## src/rtl/zigbee_pkg.sv

```systemverilog
// Shared constants and types for the IEEE 802.15.4 O-QPSK transmit/receive path.
package zigbee_pkg;

  localparam int unsigned SYMBOL_WIDTH   = 4;
  localparam int unsigned PREAMBLE_BYTES = 4;
  localparam logic [7:0]  SFD_VALUE      = 8'hA7;
  localparam int unsigned MAX_PSDU_LEN   = 127;
  localparam int unsigned LEN_WIDTH      = 7;

  typedef enum logic [2:0] {
    ST_IDLE,
    ST_PREAMBLE,
    ST_SFD,
    ST_PHR,
    ST_PSDU,
    ST_DONE
  } framer_state_e;

  function automatic logic [3:0] nibble_of(input logic [7:0] b, input logic hi);
    return hi ? b[7:4] : b[3:0];
  endfunction

endpackage

```

## src/rtl/byte_nibble_buffer.sv

```systemverilog
// One-byte prefetch register with valid/ready load, pop, and low/high nibble select.
module byte_nibble_buffer
  import zigbee_pkg::*;
(
  input  logic       i_clk,
  input  logic       i_rst_n,
  input  logic       i_clear,
  input  logic       i_accept_en,
  input  logic [7:0] i_byte,
  input  logic       i_byte_valid,
  output logic       o_byte_ready,
  input  logic       i_pop,
  input  logic       i_nib_sel,
  output logic       o_full,
  output logic [3:0] o_nibble
);

  logic [7:0] byte_q, byte_d;
  logic       full_q, full_d;

  assign o_byte_ready = i_accept_en & ~full_q;
  assign o_full       = full_q;
  assign o_nibble     = nibble_of(byte_q, i_nib_sel);

  // Load only happens while empty and pop only while full, so they never collide.
  always_comb begin
    byte_d = byte_q;
    full_d = full_q;
    if (i_clear) begin
      byte_d = '0;
      full_d = 1'b0;
    end else if (i_byte_valid && o_byte_ready) begin
      byte_d = i_byte;
      full_d = 1'b1;
    end else if (i_pop) begin
      full_d = 1'b0;
    end
  end

  always_ff @(posedge i_clk or negedge i_rst_n) begin
    if (!i_rst_n) begin
      byte_q <= '0;
      full_q <= 1'b0;
    end else begin
      byte_q <= byte_d;
      full_q <= full_d;
    end
  end

endmodule

```

## src/rtl/ppdu_symbol_framer.sv

```systemverilog
// Transmit PPDU framer: preamble, SFD, PHR and PSDU bytes split into symbols,
// one symbol per spreader period paced by i_read.
module ppdu_symbol_framer #(
  parameter int unsigned SYMBOL_WIDTH   = zigbee_pkg::SYMBOL_WIDTH,
  parameter int unsigned PREAMBLE_BYTES = zigbee_pkg::PREAMBLE_BYTES,
  parameter logic [7:0]  SFD_VALUE      = zigbee_pkg::SFD_VALUE,
  parameter int unsigned LEN_WIDTH      = zigbee_pkg::LEN_WIDTH
) (
  input  logic                    i_clk,
  input  logic                    i_rst_n,
  input  logic                    i_start,
  input  logic [LEN_WIDTH-1:0]    i_length,
  input  logic [7:0]              i_byte,
  input  logic                    i_byte_valid,
  output logic                    o_byte_ready,
  output logic [SYMBOL_WIDTH-1:0] o_symbol,
  output logic                    o_symbol_valid,
  input  logic                    i_read,
  output logic                    o_busy,
  output logic                    o_done,
  output logic                    o_underrun
);
  import zigbee_pkg::*;

  framer_state_e         state_q, state_d;
  logic                  nib_q, nib_d;
  logic [LEN_WIDTH-1:0]  len_q, len_d;
  logic [LEN_WIDTH-1:0]  byte_cnt_q, byte_cnt_d;
  logic [LEN_WIDTH-1:0]  fetch_cnt_q, fetch_cnt_d;
  logic [SYMBOL_WIDTH-1:0] sym_q, sym_d;
  logic                  sym_valid_q, sym_valid_d;
  logic                  busy_q, busy_d;
  logic                  done_q, done_d;
  logic                  underrun_q, underrun_d;
  logic                  armed_q, armed_d;

  logic       buf_clear, buf_pop, buf_sel, buf_full, buf_accept_en;
  logic [3:0] buf_nib;
  logic [7:0] phr;

  assign phr           = 8'(len_q);
  assign buf_accept_en = ((state_q == ST_PHR) || (state_q == ST_PSDU)) && (fetch_cnt_q < len_q);
  assign buf_sel       = (state_q == ST_PSDU) && !nib_q;

  byte_nibble_buffer u_buf (
    .i_clk        (i_clk),
    .i_rst_n      (i_rst_n),
    .i_clear      (buf_clear),
    .i_accept_en  (buf_accept_en),
    .i_byte       (i_byte),
    .i_byte_valid (i_byte_valid),
    .o_byte_ready (o_byte_ready),
    .i_pop        (buf_pop),
    .i_nib_sel    (buf_sel),
    .o_full       (buf_full),
    .o_nibble     (buf_nib)
  );

  // state_q/nib_q name the symbol last issued; each i_read issues the next one.
  always_comb begin
    state_d     = state_q;
    nib_d       = nib_q;
    len_d       = len_q;
    byte_cnt_d  = byte_cnt_q;
    fetch_cnt_d = fetch_cnt_q + LEN_WIDTH'(i_byte_valid && o_byte_ready);
    sym_d       = sym_q;
    sym_valid_d = 1'b0;
    busy_d      = busy_q;
    done_d      = 1'b0;
    underrun_d  = 1'b0;
    armed_d     = 1'b1;
    buf_clear   = 1'b0;
    buf_pop     = 1'b0;
    case (state_q)
      ST_IDLE: begin
        if (i_start && armed_q) begin
          state_d     = ST_PREAMBLE;
          len_d       = i_length;
          busy_d      = 1'b1;
          sym_valid_d = 1'b1;
          sym_d       = '0;
          nib_d       = 1'b0;
          byte_cnt_d  = '0;
          fetch_cnt_d = '0;
          buf_clear   = 1'b1;
        end
      end
      ST_PREAMBLE: begin
        if (i_read) begin
          sym_valid_d = 1'b1;
          nib_d       = ~nib_q;
          if (!nib_q) begin
            sym_d = '0;
          end else if (byte_cnt_q == LEN_WIDTH'(PREAMBLE_BYTES - 1)) begin
            state_d = ST_SFD;
            sym_d   = SYMBOL_WIDTH'(nibble_of(SFD_VALUE, 1'b0));
          end else begin
            byte_cnt_d = byte_cnt_q + LEN_WIDTH'(1);
            sym_d      = '0;
          end
        end
      end
      ST_SFD: begin
        if (i_read) begin
          sym_valid_d = 1'b1;
          nib_d       = ~nib_q;
          if (!nib_q) begin
            sym_d = SYMBOL_WIDTH'(nibble_of(SFD_VALUE, 1'b1));
          end else begin
            state_d = ST_PHR;
            sym_d   = SYMBOL_WIDTH'(nibble_of(phr, 1'b0));
          end
        end
      end
      ST_PHR: begin
        if (i_read) begin
          if (!nib_q) begin
            sym_valid_d = 1'b1;
            sym_d       = SYMBOL_WIDTH'(nibble_of(phr, 1'b1));
            nib_d       = 1'b1;
          end else if (len_q == '0) begin
            state_d = ST_DONE;
            done_d  = 1'b1;
            busy_d  = 1'b0;
          end else if (buf_full) begin
            sym_valid_d = 1'b1;
            sym_d       = SYMBOL_WIDTH'(buf_nib);
            state_d     = ST_PSDU;
            nib_d       = 1'b0;
            byte_cnt_d  = '0;
          end else begin
            state_d    = ST_IDLE;
            underrun_d = 1'b1;
            busy_d     = 1'b0;
            buf_clear  = 1'b1;
          end
        end
      end
      ST_PSDU: begin
        if (i_read) begin
          if (!nib_q) begin
            sym_valid_d = 1'b1;
            sym_d       = SYMBOL_WIDTH'(buf_nib);
            nib_d       = 1'b1;
            buf_pop     = 1'b1;
          end else if (byte_cnt_q == len_q - LEN_WIDTH'(1)) begin
            state_d = ST_DONE;
            done_d  = 1'b1;
            busy_d  = 1'b0;
          end else if (buf_full) begin
            sym_valid_d = 1'b1;
            sym_d       = SYMBOL_WIDTH'(buf_nib);
            nib_d       = 1'b0;
            byte_cnt_d  = byte_cnt_q + LEN_WIDTH'(1);
          end else begin
            state_d    = ST_IDLE;
            underrun_d = 1'b1;
            busy_d     = 1'b0;
            buf_clear  = 1'b1;
          end
        end
      end
      ST_DONE: state_d = ST_IDLE;
      default: state_d = ST_IDLE;
    endcase
  end

  always_ff @(posedge i_clk or negedge i_rst_n) begin
    if (!i_rst_n) begin
      state_q     <= ST_IDLE;
      nib_q       <= 1'b0;
      len_q       <= '0;
      byte_cnt_q  <= '0;
      fetch_cnt_q <= '0;
      sym_q       <= '0;
      sym_valid_q <= 1'b0;
      busy_q      <= 1'b0;
      done_q      <= 1'b0;
      underrun_q  <= 1'b0;
      armed_q     <= 1'b0;
    end else begin
      state_q     <= state_d;
      nib_q       <= nib_d;
      len_q       <= len_d;
      byte_cnt_q  <= byte_cnt_d;
      fetch_cnt_q <= fetch_cnt_d;
      sym_q       <= sym_d;
      sym_valid_q <= sym_valid_d;
      busy_q      <= busy_d;
      done_q      <= done_d;
      underrun_q  <= underrun_d;
      armed_q     <= armed_d;
    end
  end

  assign o_symbol       = sym_q;
  assign o_symbol_valid = sym_valid_q;
  assign o_busy         = busy_q;
  assign o_done         = done_q;
  assign o_underrun     = underrun_q;

endmodule

```

## config.mk

```make
export PLATFORM = sky130hd
export DESIGN_NAME = ppdu_symbol_framer
export DESIGN_NICKNAME = d
export VERILOG_FILES = /design/src/rtl/zigbee_pkg.sv /design/src/rtl/byte_nibble_buffer.sv /design/src/rtl/ppdu_symbol_framer.sv
export SDC_FILE = /design/constraint.sdc
export NUM_CORES = 1
export LEC_CHECK = 0
export ABC_AREA = 1
export CAP_MARGIN = 15
export CORE_ASPECT_RATIO = 1.4
export CORE_MARGIN = 5
export CORE_UTILIZATION = 35
export CTS_BUF_LIST = sky130_fd_sc_hd__clkbuf_8
export DETAILED_ROUTE_END_ITERATION = 16
export SLEW_MARGIN = 25
export SYNTH_ARGS = -nofsm -noshare
export SYNTH_HDL_FRONTEND = slang
export SYNTH_HIERARCHICAL = 1
export SYNTH_SLANG_ARGS = --single-unit
```

## constraint.sdc

```tcl
create_clock -name i_clk -period 2.2 [get_ports i_clk]
set_input_delay 0.55 -clock i_clk [delete_from_list [all_inputs] [get_ports i_clk]]
set_output_delay 0.55 -clock i_clk [all_outputs]
set_load 0.05 [all_outputs]
```

Word level (Yosys, flattened, before mapping)
Cells that the tools add are included.
{ "classes": {"add_sub_neg": 3, "order_cmp": 1, "eq_ne": 25, "muxes": 97, "bitwise_logic": 3, "reduce_logical": 21} }
{ "ops": {"columns": ["operator", "count"], "rows": [
  ["7-bit two-way mux", 14],
  ["3-bit two-way mux", 16],
  ["4-bit two-way mux", 12],
  ["1-bit two-way mux", 44],
  ["7-bit one-hot mux with 4 select lines", 1],
  ["2-bit != test, second input constant", 13],
  ["4-bit one-hot mux with 5 select lines", 1],
  ["8-bit two-way mux", 2],
  ["3-bit one-hot mux with 5 select lines", 1],
  ["13-bit AND reduction", 1],
  ["11-bit AND reduction", 1],
  ["3-bit != test, second input constant", 3],
  ["1-bit one-hot mux with 4 select lines", 2],
  ["8-bit AND reduction", 1],
  ["4-bit nonzero test", 2],
  ["7-bit by 1-bit adder with 7-bit output", 1],
  ["7-bit by 1-bit adder with 7-bit output, second input constant", 1],
  ["7-bit by 2-bit == test with 1-bit output, second input constant", 1],
  ["7-bit == test", 1],
  ["7-bit logical NOT", 1],
  ["7-bit less-than comparator", 1],
  ["7-bit by 1-bit subtractor with 7-bit output, second input constant", 1],
  ["3-bit by 2-bit == test with 1-bit output, second input constant", 2],
  ["2-bit by 1-bit != test with 1-bit output, second input constant", 3],
  ["other kinds (17)", 24]
]} }
{ "word_totals": {"reg_bits": 43, "input_bits": 20, "out_inout_bits": 9, "elab_cells": 163} }

Logic depth before layout (Yosys ltp)
Gate-level depths: netlist of run 1.
{ "logic_depth": {"depth_word": 8, "ltp_mapped": 19, "depth_no_buf": 19} }

Cells and area by module
The synthesis of run 1 kept the hierarchy.
{ "by_module_without_submodules": {"columns": ["module", "instances", "cells_per_inst", "area_per_inst_um2"], "rows": [
  ["ppdu_symbol_framer", 1, 357, 2461.1],
  ["byte_nibble_buffer", 1, 70, 505.5]
]} }

Least setup slack after synthesis of run 1
Ideal clock, no wire load.
{ "synth_timing": {"path_kind": "register to register", "from": "reg len_q[4]", "to": "reg fetch_cnt_q[6]", "setup_time_ps": 130, "arrival_ps": 2974, "slack_ps": -904, "stages_incl_launch_ff": 18, "n_path_buf": 0, "path_cell_list": "dfrtp_1 -> inv_1 -> ha_1 -> a21oi_1 -> o21ai_0 -> nor3_1 -> inv_1 -> nor2_1 -> nand2_1 -> inv_1 -> ha_1 -> ha_1 -> nand2_1 -> inv_1 -> nand2_1 -> nor2_1 -> and3_1 -> nor3_1"} }
{ "synth_between": {"elab_chain_cells": 7} }
{ "synth_rtl": {"columns": ["element", "line_no", "source"], "rows": [
  ["start: declaration", "ppdu_symbol_framer.sv:27", "logic [LEN_WIDTH-1:0] len_q, len_d;"],
  ["start signal: assignment", "ppdu_symbol_framer.sv:184", "len_q <= len_d;"],
  ["7-bit less-than comparator *", "ppdu_symbol_framer.sv:42", "assign buf_accept_en = ((state_q == ST_PHR) || (state_q == ST_PSDU)) && (fetch_cnt_q < len_q);"],
  ["1-bit logical AND *", "ppdu_symbol_framer.sv:42", null],
  ["net buf_accept_en", "ppdu_symbol_framer.sv:37", "logic buf_clear, buf_pop, buf_sel, buf_full, buf_accept_en;"],
  ["1-bit bitwise AND *", "byte_nibble_buffer.sv:21", "assign o_byte_ready = i_accept_en & ~full_q;"],
  ["net o_byte_ready", "ppdu_symbol_framer.sv:15", "output logic o_byte_ready,"],
  ["1-bit logical AND *", "ppdu_symbol_framer.sv:65", "fetch_cnt_d = fetch_cnt_q + LEN_WIDTH'(i_byte_valid && o_byte_ready);"],
  ["7-bit by 1-bit adder with 7-bit output *", "ppdu_symbol_framer.sv:65", null],
  ["7-bit two-way mux", "ppdu_symbol_framer.sv:76", "if (i_start && armed_q) begin"],
  ["7-bit two-way mux *", "ppdu_symbol_framer.sv:74", "case (state_q)"],
  ["net fetch_cnt_d[6]", "ppdu_symbol_framer.sv:29", "logic [LEN_WIDTH-1:0] fetch_cnt_q, fetch_cnt_d;"],
  ["end signal: assignment", "ppdu_symbol_framer.sv:186", "fetch_cnt_q <= fetch_cnt_d;"],
  ["end: declaration", "ppdu_symbol_framer.sv:29", null]
]} }
Mark *: on every way through the listed nets, which the timed path passes. The rest lies on a longest branch.
A chain may end at the register's enable or synchronous reset.

Worst setup path in the final report of run 1
{ "layout_timing": {"from": "reg fetch_cnt_q[2]", "to": "out o_byte_ready"} }
{ "layout_between": {"elab_chain_cells": 3} }
{ "layout_rtl": {"columns": ["element", "line_no"], "rows": [
  ["7-bit less-than comparator", "ppdu_symbol_framer.sv:42"],
  ["1-bit logical AND", "ppdu_symbol_framer.sv:42"],
  ["net buf_accept_en", "ppdu_symbol_framer.sv:37"],
  ["1-bit bitwise AND", "byte_nibble_buffer.sv:21"],
  ["end: declaration", "ppdu_symbol_framer.sv:15"]
]} }
The timed path passes the listed nets, and every way through them passes these cells.

==> flow_summary.toml, run 1 <==
[synth]
synth_top_family_by_area = "simple AND/OR/NAND/NOR gates"
syn_area_mm2 = 0.00297
async_flop_share = 1.00
synthMuxAreaShare = 0
synth-simple-area-share = 0.360
syn_avg_cell_area_um2 = 6.95
synth-adder-area-share = 0.0464
synth_xor_area_frac = 0.0118
synth_top_cell_by_area = "dfrtp_1"
synth_compound_area_frac = 0.121
synth_common_cells = "120 x nand2_1, 54 x inv_1, 48 x nor2_1"
synth_most_common_cell = "nand2_1"
synthCells = 427
synth_edf_count = 0
synth.distinct_cells = 34
synth-seq-cells = 43
synth_top_area_frac = 0.363
ys_top_cells_by_area = "dfrtp_1 36%, nand2_1 15%, inv_1 6.8%"
yosysWarnings = 6
synthFlopType = "dfrtp_1"
mappedNetlistNets = 458
seq_area_frac_synth = 0.363

[power_and_ir_drop]
leakage_uw = 0.00200
peakVddDrop_uv = 675
p_sw_frac = 0.486
pwr-share-seq = 0.223
power_density_mw_per_mm2 = 1310
p_comb_frac = 0.685
clkPwrFrac = 0.093
internal_power_uw = 2770
p_sw_uw = 2620

[cts]
clkTransAtPathRegs_ns = 0.08
insertion_delay_ns = 0.30
root_buffer = "clkbuf_8"
cts_buffers = 5
htree_levels = 2
cts_tree = "yes"
cts_num_sinks = 43
clock_path_buffers = 2

[placement]
place_worst_setup_slack_ns = -0.130
detailed_place_hpwl_um = 5950
placed_area_mm2 = 0.00377
place_congestion = 0.862
port_buffers = 28

[floorplan]
start_util = 0.360
dieHeight_um = 119
die_w_um = 87.8
core.rowCount = 39
io_pins = 29
fp.coreArea_mm2 = 0.00825
dieArea_mm2 = 0.0104

[setup_path]
rrSetupSlack_ns = -0.08
path_class = "reg -> out"
r2r-start = "fetch_cnt_q[2]$_DFF_PN0_"
cp.arrival_ns = 1.86
crit_fanout = 2
reg2reg_to = "fetch_cnt_q[6]$_DFF_PN0_"
r2r_cells = 16
cp-start-kind = "register"
endpoint_kind = "output pin"
crit_required_ns = 1.65

[cells_and_area]
final_area_mm2 = 0.00411
nets = 544
area_delta_synth_final_pct = 38.6
fill_cells = 815
drive_above_1_share = 0.280
num_antenna_cells = 0

[sta]
slew_violations = 0
setup_tns_ns = -0.412
rsz0062_at_grt = "true"
setup_violations = 4
finalCritPeriodShare = 1.09
fin_ws_ns = -0.207
worst_pin_slew_ns = 0.499
max_slew_margin = 0.666
fin_crit_ns = 2.41
finClkSkew_ns = 0.00930
final_hold_viol_count = 0
max_freq_mhz = 415

[global_routing]
antenna_found_initial = 0
grt_pass1_vias = 2905
grt-ovfl-total = 0
grt_use_total = 0.160
grt_first_pass_wirelength_um = 13300
grt_max_degree = 44

[flow_run]
drv_cap = 0

[routing]
drt-total-wl_um = 7840
drtPass1Iterations = 4
avgRoutedWirePerCell_um = 12.7
viasPerCell = 4.84
ant_nets = 0
drc = 0
drt-initial-drc-count = 221
vias = 2983

[min_path]
hold_class = "in -> async"

[status]
failed_checks = "setup timing"
outcome = "complete, but fails checks"
-- metal layers --
metal | part of all wire | global-route usage | up-vias
met5 | 0 | 0 | -
met4 | 0.019 | 0.0528 | 0
met1 | 0.40 | 0.185 | 1389
met3 | 0.030 | 0.0214 | 9
li1 | - | - | 1531
met2 | 0.55 | 0.294 | 54
-- layout by cell type (no fill, tap or decap), types with 3 or more instances in the layout --
| cell | instances |
|---|---|
| nor2_2 | 11 |
| nand4_1 | 9 |
| inv_1 | 45 |
| inv_2 | 18 |
| nand2_2 | 14 |
| buf_4 | 52 |
| ha_1 | 4 |
| nor3_1 | 3 |
| clkbuf_8 | 5 |
| buf_6 | 3 |
| a21oi_2 | 3 |
| dfrtp_1 | 43 |
| nor2_1 | 36 |
| nand3_2 | 5 |
| o211ai_1 | 3 |
| nand3b_1 | 3 |
| o21ai_1 | 7 |
| ha_4 | 7 |
| nand2_1 | 110 |
| a21oi_1 | 17 |
| buf_12 | 4 |
| o21ai_0 | 19 |
| o21ai_2 | 8 |
| clkdlybuf4s50_1 | 26 |
| nand3_1 | 34 |
-- final cells by class --
type / instances / area, µm² / area share
clock buffer: 5 / 68.8 / 0.0167
clock inverter: 3 / 12.5 / 0.00304
inverter: 62 / 245 / 0.0596
multi-input combinational: 314 / 1800 / 0.439
sequential: 43 / 1080 / 0.262
tap: 102 / 128 / 0.0310
timing repair buffer: 86 / 769 / 0.187
timing repair inverter: 1 / 8.76 / 0.00213
-- critical path, cell delays in order (launching register included) --
cell,delay [ns]
dfrtp_1,0.42
ha_4,0.27
a21oi_4,0.15
a21oi_2,0.07
nor3_2,0.22
inv_1,0.10
nor2_4,0.10
buf_6,0.11
buf_12,0.12
-- cell families (layout without fill, tap and decap cells) --
family,Yosys count,after routing
AND/OR/NAND/NOR,236,236
buffers and inverters,70,157
AO/OA/AOI/OAI,62,62
flip-flops,43,43
adder cells (fa/ha/maj),11,11
XOR/XNOR,4,4
other,1,1
-- flip-flops by register name (all words and copies together), names as in the netlist --
name,flops
len_q,7
nib_q,1
state_q,3
fetch_cnt_q,7
byte_cnt_q,7
o_underrun,1
u_buf/byte_q,8
armed_q,1
o_symbol_valid,1
o_done,1
o_busy,1
o_symbol,4
u_buf/o_full,1
-- power by group through the flow --
stage               clock [µW]  combinational [µW]  sequential (µW)
floorplan                    0                1980             1370
finish                     499                3690             1200
global placement             0                3160             1210
detailed placement           0                3190             1210
global route               558                4100             1230
CTS                        522                3340             1200
-- repair_timing --
item                       4_1_cts  5_1_grt
cloned                           0        1
hold buffers                     0        0
pin swaps                       17       12
setup buffers                    6        5
setup endpoints to repair       13       26
gates resized for setup         15       32
-- worst max path at each step --
stage / start / to / depth (start not counted)
2_1_floorplan: len_q[4]$_DFFE_PN0P_ / fetch_cnt_q[6]$_DFF_PN0_ / 17
3_3_place_gp: len_q[6]$_DFFE_PN0P_ / fetch_cnt_q[6]$_DFF_PN0_ / 17
3_5_place_dp: len_q[6]$_DFFE_PN0P_ / fetch_cnt_q[6]$_DFF_PN0_ / 17
4_1_cts: fetch_cnt_q[2]$_DFF_PN0_ / o_byte_ready / 8
5_1_grt: fetch_cnt_q[2]$_DFF_PN0_ / o_byte_ready / 8
6_report: fetch_cnt_q[2]$_DFF_PN0_ / o_byte_ready / 8
-- metrics by stage --
step	hold slack, ns	power, µW	util	instances
after global placement	0.458	4360	0.457	596
after CTS	0.208	5070	0.479	610
final	0.210	5400	0.499	616
after global routing	0.216	5890	0.499	616
after detailed placement	0.459	4400	0.457	596
after floorplan	0.254	3350	-	427
No activity file was read; power rests on OpenSTA's default activity.
==> run 2: changes to the inputs <==
CORE_MARGIN = not set   (was 5)
REMOVE_ABC_BUFFERS = 1   (was not set)
==> flow_summary.toml, run 2 (synthesized netlist as in run 1, its figures left out) <==
[setup_path]
crit_required_ns = 1.65
crit_fanout = 2
path_class = "reg -> out"
cp-start-kind = "register"
rrSetupSlack_ns = -0.13
endpoint_kind = "output pin"
cp.arrival_ns = 1.85

[cells_and_area]
final_cell_mix = "112 x nand2_1, 56 x buf_4, 46 x inv_1"
largest_reg_flops = 8
area_delta_synth_final_pct = 39.3
mostFrequentLayoutCell = "nand2_1"
fill_cells = 816
nets = 547
largest-register = "u_buf/byte_q"
final_area_mm2 = 0.00413
num_antenna_cells = 0
drive_above_1_share = 0.279

[floorplan]
io_pins = 29
fp.coreArea_mm2 = 0.00820
dieArea_mm2 = 0.00885
die_w_um = 79.8
start_util = 0.362
core.rowCount = 39
dieHeight_um = 111

[sta]
worst_pin_slew_ns = 0.532
fin_crit_ns = 2.40
final_hold_viol_count = 0
slew_violations = 0
finClkSkew_ns = 0.00503
max_slew_margin = 0.646
finalCritPeriodShare = 1.09
fin_ws_ns = -0.197
max_freq_mhz = 417
setup_tns_ns = -0.455
setup_violations = 4
rsz0062_at_grt = "true"

[cts]
clock_path_buffers = 2
htree_levels = 2
cts_buffers = 5
insertion_delay_ns = 0.31
cts_tree = "yes"
cts_num_sinks = 43
clkTransAtPathRegs_ns = 0.08
root_buffer = "clkbuf_8"

[global_routing]
grt_use_total = 0.196
grt_max_degree = 23
antenna_found_initial = 0
grt_pass1_vias = 2984
grt-ovfl-total = 0
grt_first_pass_wirelength_um = 13500

[status]
failed_checks = "setup timing"
outcome = "complete, but fails checks"

[routing]
ant_nets = 0
top_layer = "met4"
dr_wl_met2_um = 4420
drt-total-wl_um = 8020
wl_met1_um = 3300
vias = 3003
drc = 0
viasPerCell = 4.86
avgRoutedWirePerCell_um = 13.0
drt-initial-drc-count = 140
drtPass1Iterations = 4
wl_met3_um = 152

[flow_run]
drv_cap = 0

[placement]
place_worst_setup_slack_ns = -0.275
placed_area_mm2 = 0.00373
place_congestion = 0.909
port_buffers = 28
detailed_place_hpwl_um = 6090

[power_and_ir_drop]
power_density_mw_per_mm2 = 1330
leakage_uw = 0.00201
power_uw = 5490
peakVddDrop_uv = 714

[min_path]
hold_class = "in -> async"
run 2: changes by cell type in the layout (fill, tap and decap cells not counted), moves of 2 or more:
| cell | delta |
|---|---|
| inv_2 | -2 |
| nor2_2 | -4 |
| nand2_2 | -3 |
| nand3_1 | -2 |
| nand3_2 | +2 |
| buf_12 | -2 |
| nand2_4 | +2 |
| nor2_4 | +3 |
| buf_6 | +2 |
| nand2_1 | +2 |
| buf_4 | +4 |
run 2: critical path: stages, from the launching register on:
cell,delay [ns]
dfrtp_1,0.40
ha_1,0.30
nand2_2,0.09
inv_2,0.04
nand3_2,0.05
a21oi_2,0.04
nor3_2,0.20
inv_1,0.07
nor2_2,0.10
buf_4,0.13
buf_12,0.12
run 2: final cells by class:
class                           instances  area, µm²  share of cell area
Tap cell                              102        128              0.0309
Clock buffer                            5       68.8              0.0167
Multi-Input combinational cell        314       1800               0.437
Clock inverter                          2       33.8             0.00817
Timing Repair Buffer                   90        782               0.189
Inverter                               62        240              0.0581
Sequential cell                        43       1080               0.260
run 2: repair_timing:
action                                  4_1_cts  5_1_grt
resized for setup                            17       44
hold buffers                                  0        0
pin swaps                                    16       25
endpoints found under the setup margin       15       33
setup buffers                                 5        5
run 2: per-stage QoR:
stage	hold WS (ns)	util	instances
after floorplan	0.254	-	419
after global placement	0.467	0.455	602
after detailed placement	0.463	0.455	602
after CTS	0.229	0.480	613
after global routing	0.258	0.504	618
final	0.218	0.504	618
run 2: layer usage:
metal	global-route usage	vias up
li1	-	1550
met1	0.228	1399
met2	0.360	44
met3	0.0230	10
met4	0.0679	0
met5	0	-
run 2: final timing paths:
| check | startpoint | end | depth (start not counted) |
|---|---|---|---|
| max | fetch_cnt_q[5]$_DFF_PN0_ | o_byte_ready | 10 |
| max in group asynchronous | i_rst_n | u_buf/byte_q[2]$_DFFE_PN0P_ | 2 |
| min reg2reg | o_busy$_DFFE_PN0P_ | o_busy$_DFFE_PN0P_ | 2 |
| min | i_rst_n | fetch_cnt_q[3]$_DFF_PN0_ | 1 |
| min in group i_clk | o_busy$_DFFE_PN0P_ | o_busy$_DFFE_PN0P_ | 2 |
| max reg2reg | fetch_cnt_q[5]$_DFF_PN0_ | fetch_cnt_q[6]$_DFF_PN0_ | 18 |
run 2: report_power, final:
group	switching, µW	total (µW)	internal [µW]
registers	176	1210	1030
clock network	284	612	329
logic	2150	3670	1510
total	2610	5490	2870
==> run 3: changes to the inputs <==
CORE_UTILIZATION = 43   (was 35)
PLACE_DENSITY = 0.65   (was not set)
==> flow_summary.toml, run 3 (synthesized netlist as in run 1, its figures left out) <==
[status]
outcome = "complete, but fails checks"
failed_checks = "setup timing"

[cells_and_area]
utilization = 0.617
nets = 541
multi_input_area_mm2 = 0.00180
seq_area_mm2 = 0.00108
final_cell_mix = "112 x nand2_1, 50 x buf_4, 45 x inv_1"
mostFrequentLayoutCell = "nand2_1"
largest_reg_flops = 8
num_antenna_cells = 0
fill_cells = 630
drive_above_1_share = 0.272
area_delta_synth_final_pct = 37.6
largest-register = "u_buf/byte_q"

[power_and_ir_drop]
power_density_mw_per_mm2 = 1320
peakVddDrop_uv = 821
leakage_uw = 0.00200
power_uw = 5370

[cts]
clkTransAtPathRegs_ns = 0.09
insertion_delay_ns = 0.31
clock_path_buffers = 2
htree_levels = 2
cts_hold_buffers = 0
cts_num_sinks = 43
cts_tree = "yes"
root_buffer = "clkbuf_8"
cts_buffers = 5

[setup_path]
endpoint_kind = "output pin"
crit_fanout = 2
reg2reg_to = "fetch_cnt_q[6]$_DFF_PN0_"
crit_end = "o_byte_ready"
worstSetupStartpoint = "fetch_cnt_q[5]$_DFF_PN0_"
cp-start-kind = "register"
r2r_cells = 18
r2r-start = "fetch_cnt_q[5]$_DFF_PN0_"
path_class = "reg -> out"
crit_required_ns = 1.65
cp.arrival_ns = 1.91
rrSetupSlack_ns = -0.22

[global_routing]
grt_max_degree = 44
grt_pass1_vias = 2845
antenna_found_initial = 0
grt-ovfl-total = 0
grt_first_pass_wirelength_um = 12800
grt_use_total = 0.226

[sta]
slew_violations = 0
worst_pin_slew_ns = 0.507
max_slew_margin = 0.661
finalCritPeriodShare = 1.12
finClkSkew_ns = 0.0106
setup_tns_ns = -0.770
final_hold_viol_count = 0
fin_crit_ns = 2.46
rsz0062_at_grt = "true"
hold_slack_ns = 0.195
setup_violations = 5
max_freq_mhz = 407
fin_ws_ns = -0.258

[routing]
drc = 0
viasPerCell = 4.89
drt-total-wl_um = 7890
drtPass1Iterations = 4
avgRoutedWirePerCell_um = 13.1
drt-initial-drc-count = 133
ant_nets = 0
vias = 2947

[floorplan]
fp.coreArea_mm2 = 0.00661
io_pins = 29
core.rowCount = 35
die_w_um = 72.2
dieArea_mm2 = 0.00724
start_util = 0.449
dieHeight_um = 100

[min_path]
hold_class = "in -> async"

[placement]
place_worst_setup_slack_ns = -0.294
detailed_place_hpwl_um = 5760
port_buffers = 28
place_congestion = 0.917

[flow_run]
drv_cap = 0
[run 3: cell types whose count changed in the layout (fill, tap and decap cells not counted), sizes merged]
| cell | before | now |
|---|---|---|
| buf | 64 | 58 |
| clkbuf | 5 | 6 |
| clkinv | 0 | 1 |
| inv | 63 | 62 |
[run 3: through the flow]
step,std cells,cell area [µm²]
after floorplan,419,2920
after global placement,591,3720
after detailed placement,591,3720
after CTS,599,3920
after global routing,603,4080
final,603,4080
[run 3: metal layers]
| metal | track usage | wire length (µm) | vias to the layer above |
|---|---|---|---|
| met5 | 0 | 0 | - |
| met4 | 0.0965 | 200 | 0 |
| met3 | 0.0221 | 173 | 14 |
| met2 | 0.415 | 4220 | 50 |
| met1 | 0.261 | 3290 | 1350 |
| li1 | - | - | 1533 |
[run 3: power breakdown]
part / internal, µW / total [µW] / switching [µW]
registers: 1030 / 1210 / 174
clock network: 368 / 668 / 300
logic: 1400 / 3500 / 2100
total: 2800 / 5370 / 2580
[run 3: repair_timing]
action / 4_1_cts / 5_1_grt
pin swaps: 11 / 24
buffers inserted: 0 / 5
resized for setup: 20 / 38
endpoints found under the setup margin: 15 / 28
cloned: 0 / 0
endpoints found under the hold margin: 0 / 0
[run 3: area by class of cell]
class,count,share of cell area
Clock buffer,6,0.0202
Clock inverter,2,0.00858
Inverter,62,0.0589
Multi-Input combinational cell,314,0.440
Sequential cell,43,0.264
Tap cell,92,0.0282
Timing Repair Buffer,84,0.181
[run 3: worst min-delay path by stage]
stage	start	endpoint	slack [ns]
after global routing	i_rst_n	byte_cnt_q[1]$_DFFE_PN0P_	0.23
after global placement	o_busy$_DFFE_PN0P_	o_busy$_DFFE_PN0P_	0.47
final	i_rst_n	byte_cnt_q[1]$_DFFE_PN0P_	0.19
after CTS	i_rst_n	byte_cnt_q[0]$_DFFE_PN0P_	0.21
after floorplan	i_rst_n	armed_q$_DFF_PN0_	0.25
after detailed placement	o_busy$_DFFE_PN0P_	o_busy$_DFFE_PN0P_	0.48
[run 3: worst max-delay path: stages (launching register included)]
cell and delay [ns]:
dfrtp_1 0.40, ha_1 0.31, nand2_2 0.08, inv_2 0.03, nand3_2 0.05, a21oi_2 0.04, nor3_2 0.22, inv_1 0.07
nor2_2 0.15, buf_4 0.14, buf_12 0.12
